[src/rtl/gray_mon.sv]
// Gray counter checker: decode, step/direction, position and illegal-jump tracking; latency N+1 (N=SYNC_STAGES with GRAY_MON_SYNC_EN defined, else 1).
// No backpressure: gray_in is sampled every cycle and every output is updated every cycle.
module gray_mon #(
  parameter int WIDTH       = 4,
  parameter int SYNC_STAGES = 2,
  parameter int POS_W       = 8,
  parameter int ERR_W       = 4
) (
  input  logic             clk,
  input  logic             rst,
  input  logic [WIDTH-1:0] gray_in,
  input  logic             clr,
  output logic [WIDTH-1:0] bin_out,
  output logic             step,
  output logic             dir,
  output logic [POS_W-1:0] pos,
  output logic             err,
  output logic [ERR_W-1:0] err_cnt
);

`ifdef GRAY_MON_SYNC_EN
  localparam int N = (SYNC_STAGES < 2) ? 2 : SYNC_STAGES;
`else
  localparam int N = 1;
`endif

  typedef enum logic [1:0] {INIT, TRACK, FAULT} state_t;

  logic [N-1:0][WIDTH-1:0] smp;
  logic [N-1:0]            smp_vld;
  logic [WIDTH-1:0]        s;
  logic [WIDTH-1:0]        b;
  logic [WIDTH-1:0]        ref_bin;
  logic [WIDTH-1:0]        delta;
  logic                    is_up;
  logic                    is_dn;
  logic                    is_bad;
  logic [ERR_W-1:0]        cnt_inc;

  state_t                  state;
  state_t                  state_nxt;
  logic [WIDTH-1:0]        ref_nxt;
  logic [POS_W-1:0]        pos_nxt;
  logic                    dir_nxt;
  logic                    step_nxt;
  logic                    err_nxt;
  logic [ERR_W-1:0]        cnt_nxt;

  // smp_vld marks stages holding real input, so INIT never latches reset-zero as its reference.
  always_ff @(posedge clk or negedge rst) begin
    if (!rst) begin
      smp     <= '0;
      smp_vld <= '0;
    end else begin
      smp[0] <= gray_in;
      for (int i = 1; i < N; i++) begin
        smp[i] <= smp[i-1];
      end
      smp_vld <= (smp_vld << 1) | N'(1);
    end
  end

  assign s = smp[N-1];

  always_comb begin
    b = '0;
    b[WIDTH-1] = s[WIDTH-1];
    for (int i = WIDTH - 2; i >= 0; i--) begin
      b[i] = b[i+1] ^ s[i];
    end
  end

  assign delta   = b - ref_bin;
  assign is_up   = (delta == WIDTH'(1));
  assign is_dn   = (delta == '1);
  assign is_bad  = (delta != '0) && !is_up && !is_dn;
  assign cnt_inc = (err_cnt == '1) ? err_cnt : err_cnt + ERR_W'(1);

  always_comb begin
    state_nxt = state;
    ref_nxt   = ref_bin;
    pos_nxt   = pos;
    dir_nxt   = dir;
    step_nxt  = 1'b0;
    err_nxt   = err;
    cnt_nxt   = err_cnt;
    if (clr) begin
      state_nxt = INIT;
      pos_nxt   = '0;
      err_nxt   = 1'b0;
      cnt_nxt   = '0;
    end else begin
      case (state)
        INIT: begin
          if (smp_vld[N-1]) begin
            ref_nxt   = b;
            state_nxt = TRACK;
          end
        end
        TRACK: begin
          if (is_up) begin
            step_nxt = 1'b1;
            dir_nxt  = 1'b0;
            pos_nxt  = pos + POS_W'(1);
            ref_nxt  = b;
          end else if (is_dn) begin
            step_nxt = 1'b1;
            dir_nxt  = 1'b1;
            pos_nxt  = pos - POS_W'(1);
            ref_nxt  = b;
          end else if (is_bad) begin
            err_nxt   = 1'b1;
            cnt_nxt   = cnt_inc;
            ref_nxt   = b;
            state_nxt = FAULT;
          end
        end
        FAULT: begin
          ref_nxt = b;
          if (is_bad) begin
            cnt_nxt = cnt_inc;
          end
        end
        default: state_nxt = INIT;
      endcase
    end
  end

  always_ff @(posedge clk or negedge rst) begin
    if (!rst) begin
      state   <= INIT;
      ref_bin <= '0;
      bin_out <= '0;
      step    <= 1'b0;
      dir     <= 1'b0;
      pos     <= '0;
      err     <= 1'b0;
      err_cnt <= '0;
    end else begin
      state   <= state_nxt;
      ref_bin <= ref_nxt;
      bin_out <= b;
      step    <= step_nxt;
      dir     <= dir_nxt;
      pos     <= pos_nxt;
      err     <= err_nxt;
      err_cnt <= cnt_nxt;
    end
  end

endmodule
[config.mk]
export PLATFORM = sky130hd
export DESIGN_NAME = gray_mon
export DESIGN_NICKNAME = d
export VERILOG_FILES = /design/src/rtl/gray_mon.sv
export SDC_FILE = /design/constraint.sdc
export NUM_CORES = 1
export LEC_CHECK = 0
export ABC_AREA = 1
export BUFFER_PORTS_ARGS = -buffer_cell sky130_fd_sc_hd__buf_2
export CAP_MARGIN = 10
export CORE_MARGIN = 4
export CORE_UTILIZATION = 58
export CTS_BUF_LIST = sky130_fd_sc_hd__clkbuf_2 sky130_fd_sc_hd__clkbuf_4 sky130_fd_sc_hd__clkbuf_8
export DETAILED_ROUTE_END_ITERATION = 10
export PLACE_DENSITY_LB_ADDON = 0.25
export SETUP_SLACK_MARGIN = 0.02
export SYNTH_ARGS = -nofsm -noshare
export SYNTH_HDL_FRONTEND = slang
export SYNTH_SLANG_ARGS = --single-unit
[constraint.sdc]
create_clock -name clk -period 3.7 [get_ports clk]
set_input_delay 0.185 -clock clk [delete_from_list [all_inputs] [get_ports clk]]
set_output_delay 0.185 -clock clk [all_outputs]
set_load 0.01 [all_outputs]
==> results of run 1 <==
[layout make-up]
type                            instances  area share [%]
Multi-Input combinational cell        141           42.17
Sequential cell                        30           35.19
Timing Repair Buffer                   35           9.971
Inverter                               32           5.630
Clock inverter                          2           2.815
Clock buffer                            6           2.405
Tap cell                               31           1.818
[routing by layer]
layer,vias to the layer above,routed length [µm],global-route usage [%]
li1,743,-,-
met1,717,1503,22.03
met2,64,1818,30.44
met3,18,275,6.306
met4,0,136,8.488
met5,-,0,0
[Yosys cell counts, types with 4 or more instances]
master / instances / area [µm²]
nand2_1: 49 / 183.9
dfrtp_1: 30 / 750.7
inv_1: 30 / 112.6
nand3_1: 19 / 95.09
nor2_1: 12 / 45.04
ha_1: 10 / 125.1
o21ai_0: 9 / 45.04
a21oi_1: 6 / 30.03
o21ai_1: 6 / 30.03
nand2_2: 4 / 25.02
nand4_1: 4 / 25.02
xor2_1: 4 / 35.03
[layout by cell type, fill, tap and decap left out, types with 2 or more instances in the layout]
cell | Yosys | routed
clkbuf_4 | 0 | 5
ha_4 | 0 | 3
nand4_1 | 4 | 4
o21ai_0 | 9 | 9
nor2_1 | 12 | 11
a21oi_1 | 6 | 6
dlygate4sd3_1 | 0 | 5
buf_4 | 0 | 5
nand2_1 | 49 | 49
buf_2 | 1 | 25
nand3_1 | 19 | 19
o21ai_1 | 6 | 6
xor2_2 | 1 | 2
dfrtp_1 | 30 | 30
inv_1 | 30 | 30
ha_1 | 10 | 7
bufinv_16 | 0 | 2
nand2_2 | 4 | 4
xor2_1 | 4 | 3
[power by group]
group	internal, mW	switching [mW]
clock	0.229	0.115
sequential	0.413	0.0667
combinational	0.392	0.649
[kinds of logic after synthesis]
logic type                 after synthesis  share of synthesized area, %
and+or+nand+nor                         96                         27.34
AOI/OAI and AO/OA                       26                         8.334
other                                    1                        0.2191
buffers and inverters                   33                         7.309
xor gates and xnor gates                 7                         4.459
adders and majority gates               11                         8.480
DFF                                     30                         43.86
[timing repair]
item / 4_1_cts / 5_1_grt
hold buffers: 5 / 0
setup buffers: 0 / 5
endpoints found under the hold margin: 34 / 0
setup endpoints to repair: 0 / 4
gates resized for setup: 0 / 9
[stage by stage]
step                      worst slack [ps]  utilization [%]
final                                223.5            76.70
after global routing                -103.9            76.70
after CTS                            123.0            73.05
after detailed placement             140.8            67.25
after global placement               207.1            67.25
after floorplan                      391.0                -
[flip-flops by register name (all words and copies together) (netlist names), 2 cells and up]
| name | cells |
|---|---|
| pos | 8 |
| state | 2 |
| bin_out | 4 |
| s | 4 |
| ref_bin | 4 |
| err_cnt | 4 |
[worst max-delay path by stage]
stage	start	end	slack [ps]	depth (start not counted)
after floorplan	s[3]	pos[7]	390	15
after global placement	s[3]	pos[7]	210	15
after detailed placement	s[3]	pos[7]	140	15
after CTS	s[3]	pos[7]	120	16
after global routing	s[3]	pos[7]	-100	19
final	s[3]	pos[7]	220	19
[worst max-delay path, cell delays in order (launching register included)]
cell and delay [ps]:
dfrtp_1 430, xor2_2 260, xor2_2 220, xor2_1 190, inv_1 80, ha_1 190, inv_1 80, fa_1 480
nor2_4 170, nand3_4 150, ha_1 450, nand2_1 90, inv_1 70, nand2_1 60, nand2_1 110, nand2_1 110
nand2_1 90, nand2_1 50, nand3_1 60, nand2_1 50
==> impl_results.html, run 1 <==
<table>
<tr><th>Metric</th><th>Value</th></tr>
<tr><th colspan="2">Outcome</th></tr>
<tr><td>Run status</td><td>completed</td></tr>
<tr><th colspan="2">Clock network</th></tr>
<tr><td>Clock buffer depth</td><td>2</td></tr>
<tr><td>TritonCTS clock tree</td><td>built</td></tr>
<tr><td>H-tree lvl count</td><td>2</td></tr>
<tr><td>Number of sinks handled by clock tree synthesis</td><td>30</td></tr>
<tr><td>CTS root buf</td><td>clkbuf_4</td></tr>
<tr><td>Clock latency reported for the late side of the worst-skew pair</td><td>340 ps</td></tr>
<tr><td>Clock Pin Slew Worst Setup and Hold Paths</td><td>100 ps</td></tr>
<tr><td>Inserted Clock Buffers</td><td>5</td></tr>
<tr><th colspan="2">Critical path</th></tr>
<tr><td>Endpoint required time on the critical path</td><td>3940 ps</td></tr>
<tr><td>Endpoint kind of the worst setup timing path</td><td>flip-flop</td></tr>
<tr><td>Worst Reg2Reg Path Length in Cells</td><td>19</td></tr>
<tr><td>Destination of the worst register-to-register timing path</td><td>pos[7]</td></tr>
<tr><td>Start of the worst register-to-register path</td><td>s[3]</td></tr>
<tr><td>CP arrival</td><td>3710 ps</td></tr>
<tr><td>Worst Path Max Fanout</td><td>9</td></tr>
<tr><td>Kind of start point of the critical path</td><td>flip-flop</td></tr>
<tr><td>R2R setup slack</td><td>220 ps</td></tr>
<tr><td>Worst Setup Path Type</td><td>reg2reg</td></tr>
<tr><th colspan="2">Logic synthesis</th></tr>
<tr><td>Total standard cell area after synthesis</td><td>between 1500 and 2000 µm²</td></tr>
<tr><td>Register area share after synthesis</td><td>43.86%</td></tr>
<tr><td>Avg Inst Size Synth</td><td>roughly 8.4 µm²</td></tr>
<tr><td>Commonest register cell after synthesis</td><td>dfrtp_1</td></tr>
<tr><td>Post-synthesis async set-or-reset flop share</td><td>100.0%</td></tr>
<tr><td>Number of enable-type register cells in the synthesized netlist</td><td>0</td></tr>
<tr><td>Synth Net Count</td><td>222</td></tr>
<tr><td>Unique cell type count in the Yosys netlist</td><td>33</td></tr>
<tr><td>Synthesis-stage register bit count</td><td>30</td></tr>
<tr><td>Cell count after synthesis</td><td>just over 200</td></tr>
<tr><td>Number of warnings issued by yosys</td><td>0</td></tr>
<tr><th colspan="2">Routing</th></tr>
<tr><td>DR vias/cell</td><td>5.567</td></tr>
<tr><td>Wire length per cell</td><td>13.48 µm</td></tr>
<tr><td>Remaining routing DRC violations</td><td>0</td></tr>
<tr><td>Number of antenna-violating nets in the routed design</td><td>0</td></tr>
<tr><td>DR pass1 iterations</td><td>4</td></tr>
<tr><td>1st-iter DRT viols</td><td>between 100 and 150</td></tr>
<tr><td>Aggregate routed wire length</td><td>roughly 3700 µm</td></tr>
<tr><td>Total vias in the final route</td><td>about 1500</td></tr>
<tr><th colspan="2">Cells and area</th></tr>
<tr><td>Area growth syn-to-layout</td><td>24.63%</td></tr>
<tr><td>Seq. cell area</td><td>750.7 µm²</td></tr>
<tr><td>Post-layout nets</td><td>263</td></tr>
<tr><td>Post-route cell area</td><td>2133 µm²</td></tr>
<tr><td>Antenna diodes</td><td>0</td></tr>
<tr><td>Proportion of layout cells with a drive suffix above 1</td><td>23.58%</td></tr>
<tr><td>Multi-input combinational cell area</td><td>899.6 µm²</td></tr>
<tr><td>Number of filler cells placed in the layout</td><td>approximately 200</td></tr>
<tr><td>Post-layout instance count excluding filler cells</td><td>277</td></tr>
<tr><th colspan="2">Placed design</th></tr>
<tr><td>Weighted congestion at the end of routability-driven global placement</td><td>0.8904</td></tr>
<tr><td>Final HPWL from detailed placement</td><td>2388 µm</td></tr>
<tr><td>Area post-placement</td><td>1871 µm²</td></tr>
<tr><td>Post-placement cell count</td><td>about 260</td></tr>
<tr><td>Number of input and output port buffers inserted</td><td>25</td></tr>
<tr><th colspan="2">Pwr</th></tr>
<tr><td>Ratio of total power to cell area</td><td>just under 900 nW/µm²</td></tr>
<tr><td>Power Total</td><td>1.864 mW</td></tr>
<tr><td>Max rail drop VDD</td><td>roughly 750 µV</td></tr>
<tr><td>LEAKAGE</td><td>1.160 nW</td></tr>
<tr><th colspan="2">STA</th></tr>
<tr><td>Slew margin rel.</td><td>57.66%</td></tr>
<tr><td>Number of max-slew violations in the final report</td><td>0</td></tr>
<tr><td>Hold_ws</td><td>184.9 ps</td></tr>
<tr><td>Setup_tns</td><td>0 ps</td></tr>
<tr><td>Final critical-path required period</td><td>3476 ps</td></tr>
<tr><td>Setup violators final</td><td>0</td></tr>
<tr><td>Max Clock Freq</td><td>0.2876 GHz</td></tr>
<tr><td>Count of endpoints failing hold in the final timing report</td><td>0</td></tr>
<tr><td>Clock Skew</td><td>7.883 ps</td></tr>
<tr><td>Slew at the pin closest to its max-slew limit</td><td>635.1 ps</td></tr>
<tr><td>Share of the clock period used by the worst path</td><td>93.96%</td></tr>
<tr><th colspan="2">Floorplanning</th></tr>
<tr><td>Chip Height</td><td>a little over 60 µm</td></tr>
<tr><td>Num ports</td><td>26</td></tr>
<tr><td>Floorplan die area</td><td>between 3000 and 4000 µm²</td></tr>
<tr><td>Total core area</td><td>2781 µm²</td></tr>
<tr><td>Die span in x</td><td>62.33 µm</td></tr>
<tr><td>Count of standard-cell rows</td><td>19</td></tr>
<tr><td>Starting density of the core</td><td>between 60% and 70%</td></tr>
<tr><th colspan="2">Hold path</th></tr>
<tr><td>Endpoint, Worst Hold</td><td>err</td></tr>
<tr><td>Hold Path Class</td><td>in2reg</td></tr>
<tr><td>Hold Path Depth</td><td>2</td></tr>
<tr><td>Launch instance of the worst min-delay path</td><td>clr</td></tr>
<tr><th colspan="2">Global routing</th></tr>
<tr><td>Via count of the first global-routing pass</td><td>about 1400</td></tr>
<tr><td>Sum of overflow across all layers after global routing</td><td>0</td></tr>
<tr><td>Wire length of the first global-routing pass</td><td>5830 µm</td></tr>
<tr><td>Maximum number of pins on one net before global-route repair</td><td>31</td></tr>
<tr><td>Number of antenna violations at the first check in global routing</td><td>0</td></tr>
<tr><td>Total Routing Usage GR</td><td>roughly a fifth</td></tr>
<tr><th colspan="2">Run</th></tr>
<tr><td>Max-capacitance violation count</td><td>0</td></tr>
</table>
No activity file was read; power rests on OpenSTA's default activity.
==> inputs of run 2 (changes only) <==
--- a/config.mk
+++ b/config.mk
@@ -13,6 +13,7 @@
 export CTS_BUF_LIST = sky130_fd_sc_hd__clkbuf_2 sky130_fd_sc_hd__clkbuf_4 sky130_fd_sc_hd__clkbuf_8
 export DETAILED_ROUTE_END_ITERATION = 10
 export PLACE_DENSITY_LB_ADDON = 0.25
+export RECOVER_POWER = 100
 export SETUP_SLACK_MARGIN = 0.02
 export SYNTH_ARGS = -nofsm -noshare
 export SYNTH_HDL_FRONTEND = slang
==> run 2 against run 1 <==
Net effect: the flow now finishes with violations (capacitance limit, slew limit); non-clock buffer count did not move; wire length about the same; combinational power about the same; die area did not move; global-route usage unchanged; final area is 1.4% lower; core utilization down 1.1 points; critical path depth unchanged; register-to-register slack is essentially flat; first-iteration DRC count increased by 8.7%; clock power is essentially flat; maximum frequency down 0.10%; largest cell class unchanged.
==> impl_results.html, run 2 (synthesis results as in run 1) <==
<table>
<tr><th>Metric</th><th>Value</th></tr>
<tr><th colspan="2">Outcome</th></tr>
<tr><td>Run status</td><td>finished with violations</td></tr>
<tr><td>Violations in the final reports</td><td>capacitance limit, slew limit</td></tr>
<tr><th colspan="2">Placed design</th></tr>
<tr><td>Number of input and output port buffers inserted</td><td>25</td></tr>
<tr><td>Worst setup timing slack at the placement stage</td><td>140.8 ps</td></tr>
<tr><td>Final HPWL from detailed placement</td><td>2388 µm</td></tr>
<tr><td>Weighted congestion at the end of routability-driven global placement</td><td>0.8904</td></tr>
<tr><th colspan="2">Cells and area</th></tr>
<tr><td>Post-layout nets</td><td>263</td></tr>
<tr><td>Antenna diodes</td><td>0</td></tr>
<tr><td>Leading cell type in the layout, fill and taps excluded</td><td>nand2_1</td></tr>
<tr><td>Largest register FFs</td><td>8</td></tr>
<tr><td>Proportion of layout cells with a drive suffix above 1</td><td>between 15 and 20%</td></tr>
<tr><td>Reg with most FFs</td><td>pos</td></tr>
<tr><td>Area growth syn-to-layout</td><td>22.88%</td></tr>
<tr><td>Most used cells in the layout excluding fill and tap cells</td><td>nand2_1, inv_1, dfrtp_1</td></tr>
<tr><th colspan="2">Hold path</th></tr>
<tr><td>Hold Path Class</td><td>in2reg</td></tr>
<tr><td>Launch instance of the worst min-delay path</td><td>clr</td></tr>
<tr><th colspan="2">Floorplanning</th></tr>
<tr><td>Count of standard-cell rows</td><td>19</td></tr>
<tr><td>Total core area</td><td>2781 µm²</td></tr>
<tr><td>Floorplan die area</td><td>3884 µm²</td></tr>
<tr><td>Starting density of the core</td><td>61.54%</td></tr>
<tr><td>Chip Height</td><td>62.33 µm</td></tr>
<tr><td>Die span in x</td><td>62.33 µm</td></tr>
<tr><td>Num ports</td><td>26</td></tr>
<tr><th colspan="2">Clock network</th></tr>
<tr><td>Clock Pin Slew Worst Setup and Hold Paths</td><td>approximately 90 ps</td></tr>
<tr><td>CTS root buf</td><td>clkbuf_4</td></tr>
<tr><td>TritonCTS clock tree</td><td>built</td></tr>
<tr><td>Inserted Clock Buffers</td><td>5</td></tr>
<tr><td>H-tree lvl count</td><td>2</td></tr>
<tr><td>Clock latency reported for the late side of the worst-skew pair</td><td>340 ps</td></tr>
<tr><td>Number of sinks handled by clock tree synthesis</td><td>30</td></tr>
<tr><td>Clock buffer depth</td><td>2</td></tr>
<tr><th colspan="2">Routing</th></tr>
<tr><td>DR pass1 iterations</td><td>5</td></tr>
<tr><td>Number of antenna-violating nets in the routed design</td><td>0</td></tr>
<tr><td>DR vias/cell</td><td>5.487</td></tr>
<tr><td>1st-iter DRT viols</td><td>roughly 140</td></tr>
<tr><td>Aggregate routed wire length</td><td>3731 µm</td></tr>
<tr><td>Wire length per cell</td><td>13.47 µm</td></tr>
<tr><td>Remaining routing DRC violations</td><td>0</td></tr>
<tr><td>Total vias in the final route</td><td>1520</td></tr>
<tr><th colspan="2">STA</th></tr>
<tr><td>Number of max-slew violations in the final report</td><td>31</td></tr>
<tr><td>Max Clock Freq</td><td>about 0.29 GHz</td></tr>
<tr><td>Slew margin rel.</td><td>-1.550%</td></tr>
<tr><td>Count of endpoints failing hold in the final timing report</td><td>0</td></tr>
<tr><td>Clock Skew</td><td>9.207 ps</td></tr>
<tr><td>Share of the clock period used by the worst path</td><td>94.06%</td></tr>
<tr><td>Setup violators final</td><td>0</td></tr>
<tr><td>Least setup slack across all paths after layout</td><td>219.9 ps</td></tr>
<tr><td>Final critical-path required period</td><td>3480 ps</td></tr>
<tr><td>Hold_ws</td><td>184.1 ps</td></tr>
<tr><td>Slew at the pin closest to its max-slew limit</td><td>1523 ps</td></tr>
<tr><th colspan="2">Critical path</th></tr>
<tr><td>Worst Setup Path Type</td><td>reg2reg</td></tr>
<tr><td>CP arrival</td><td>3720 ps</td></tr>
<tr><td>Origin of the worst setup path</td><td>s[3]</td></tr>
<tr><td>Kind of start point of the critical path</td><td>flip-flop</td></tr>
<tr><td>Endpoint required time on the critical path</td><td>3940 ps</td></tr>
<tr><td>Start of the worst register-to-register path</td><td>s[3]</td></tr>
<tr><td>Worst Path Max Fanout</td><td>9</td></tr>
<tr><td>Endpoint kind of the worst setup timing path</td><td>flip-flop</td></tr>
<tr><th colspan="2">Global routing</th></tr>
<tr><td>Met1 track demand over resource in global routing</td><td>roughly 22%</td></tr>
<tr><td>Sum of overflow across all layers after global routing</td><td>0</td></tr>
<tr><td>Layer carrying the most global-route usage</td><td>met2</td></tr>
<tr><td>Maximum number of pins on one net before global-route repair</td><td>31</td></tr>
<tr><td>Met3 layer usage reported by global route</td><td>6.306%</td></tr>
<tr><td>Met2 routing resource usage after global routing</td><td>30.44%</td></tr>
<tr><td>Via count of the first global-routing pass</td><td>1375</td></tr>
<tr><td>Number of antenna violations at the first check in global routing</td><td>0</td></tr>
<tr><td>Total Routing Usage GR</td><td>between 10% and 20%</td></tr>
<tr><td>Wire length of the first global-routing pass</td><td>5830 µm</td></tr>
<tr><th colspan="2">Pwr</th></tr>
<tr><td>Max rail drop VDD</td><td>752.3 µV</td></tr>
<tr><td>LEAKAGE</td><td>1.084 nW</td></tr>
<tr><td>Ratio of total power to cell area</td><td>877.3 nW/µm²</td></tr>
<tr><th colspan="2">Run</th></tr>
<tr><td>Max-capacitance violation count</td><td>1</td></tr>
</table>
## run 2: cell count changes in the layout (fill, tap and decap cells not counted)
cell and change:
buf_2 -20, nor3_2 -1, nor3_1 +1, clkbuf_1 +20
## run 2: metrics by stage
stage	utilization (%)	power, mW	instance area (µm²)	cells	TNS (ps)
final	75.62	1.845	2103	277	0
after global routing	75.62	2.003	2103	277	-113.1
after CTS	73.05	1.716	2032	272	0
after detailed placement	67.25	1.359	1871	259	0
after global placement	67.25	1.336	1871	259	0
after floorplan	-	1.162	1712	204	0
## run 2: final cells by class
| cell class | count | area, µm² |
|---|---|---|
| clock inverter | 2 | 60.06 |
| clock buffer | 6 | 51.30 |
| sequential | 30 | 750.7 |
| fill | 215 | 678.2 |
| inverter | 32 | 120.1 |
| tap | 31 | 38.79 |
| timing repair buffer | 35 | 187.7 |
| multi-input combinational | 141 | 894.6 |
## run 2: worst paths after layout
path	end	slack, ps	depth (start not counted)
min in group asynchronous	pos[0]	740	2
max in group asynchronous	bin_out[3]	2070	2
worst min register to register	bin_out[3]	480	0
worst max register to register	pos[7]	220	19
worst min-delay path	err	180	2
worst max-delay path	pos[7]	220	19
## run 2: worst max-delay path, cell delays in order (launching register included)
cell and delay [ps]:
dfrtp_1 430, xor2_2 260, xor2_2 220, xor2_1 190, inv_1 80, ha_1 190
inv_1 80, fa_1 470, nor2_4 170, nand3_4 150, ha_1 450, nand2_1 90
inv_1 80, nand2_1 60, nand2_1 110, nand2_1 110, nand2_1 90, nand2_1 50
nand3_1 60, nand2_1 50
## run 2: power breakdown
| group | switching (mW) | internal [mW] | leakage [nW] |
|---|---|---|---|
| Clock | 0.115 | 0.229 | 0.0585 |
| Sequential | 0.0684 | 0.413 | 0.383 |
| Combinational | 0.645 | 0.376 | 0.642 |
| Total | 0.828 | 1.02 | 1.08 |
## run 2: what timing repair did
item / 4_1_cts / 5_1_grt
hold endpoints to repair: 34 / 0
hold buffers: 5 / 0
setup buffers: 0 / 5
gates resized for setup: 0 / 9
setup endpoints to repair: 0 / 4
## run 2: layer usage
layer | share of wire [%] | up-vias
li1 | - | 741
met1 | 41 | 705
met2 | 49 | 56
met3 | 6.9 | 18
met4 | 3.5 | 0
met5 | 0 | -
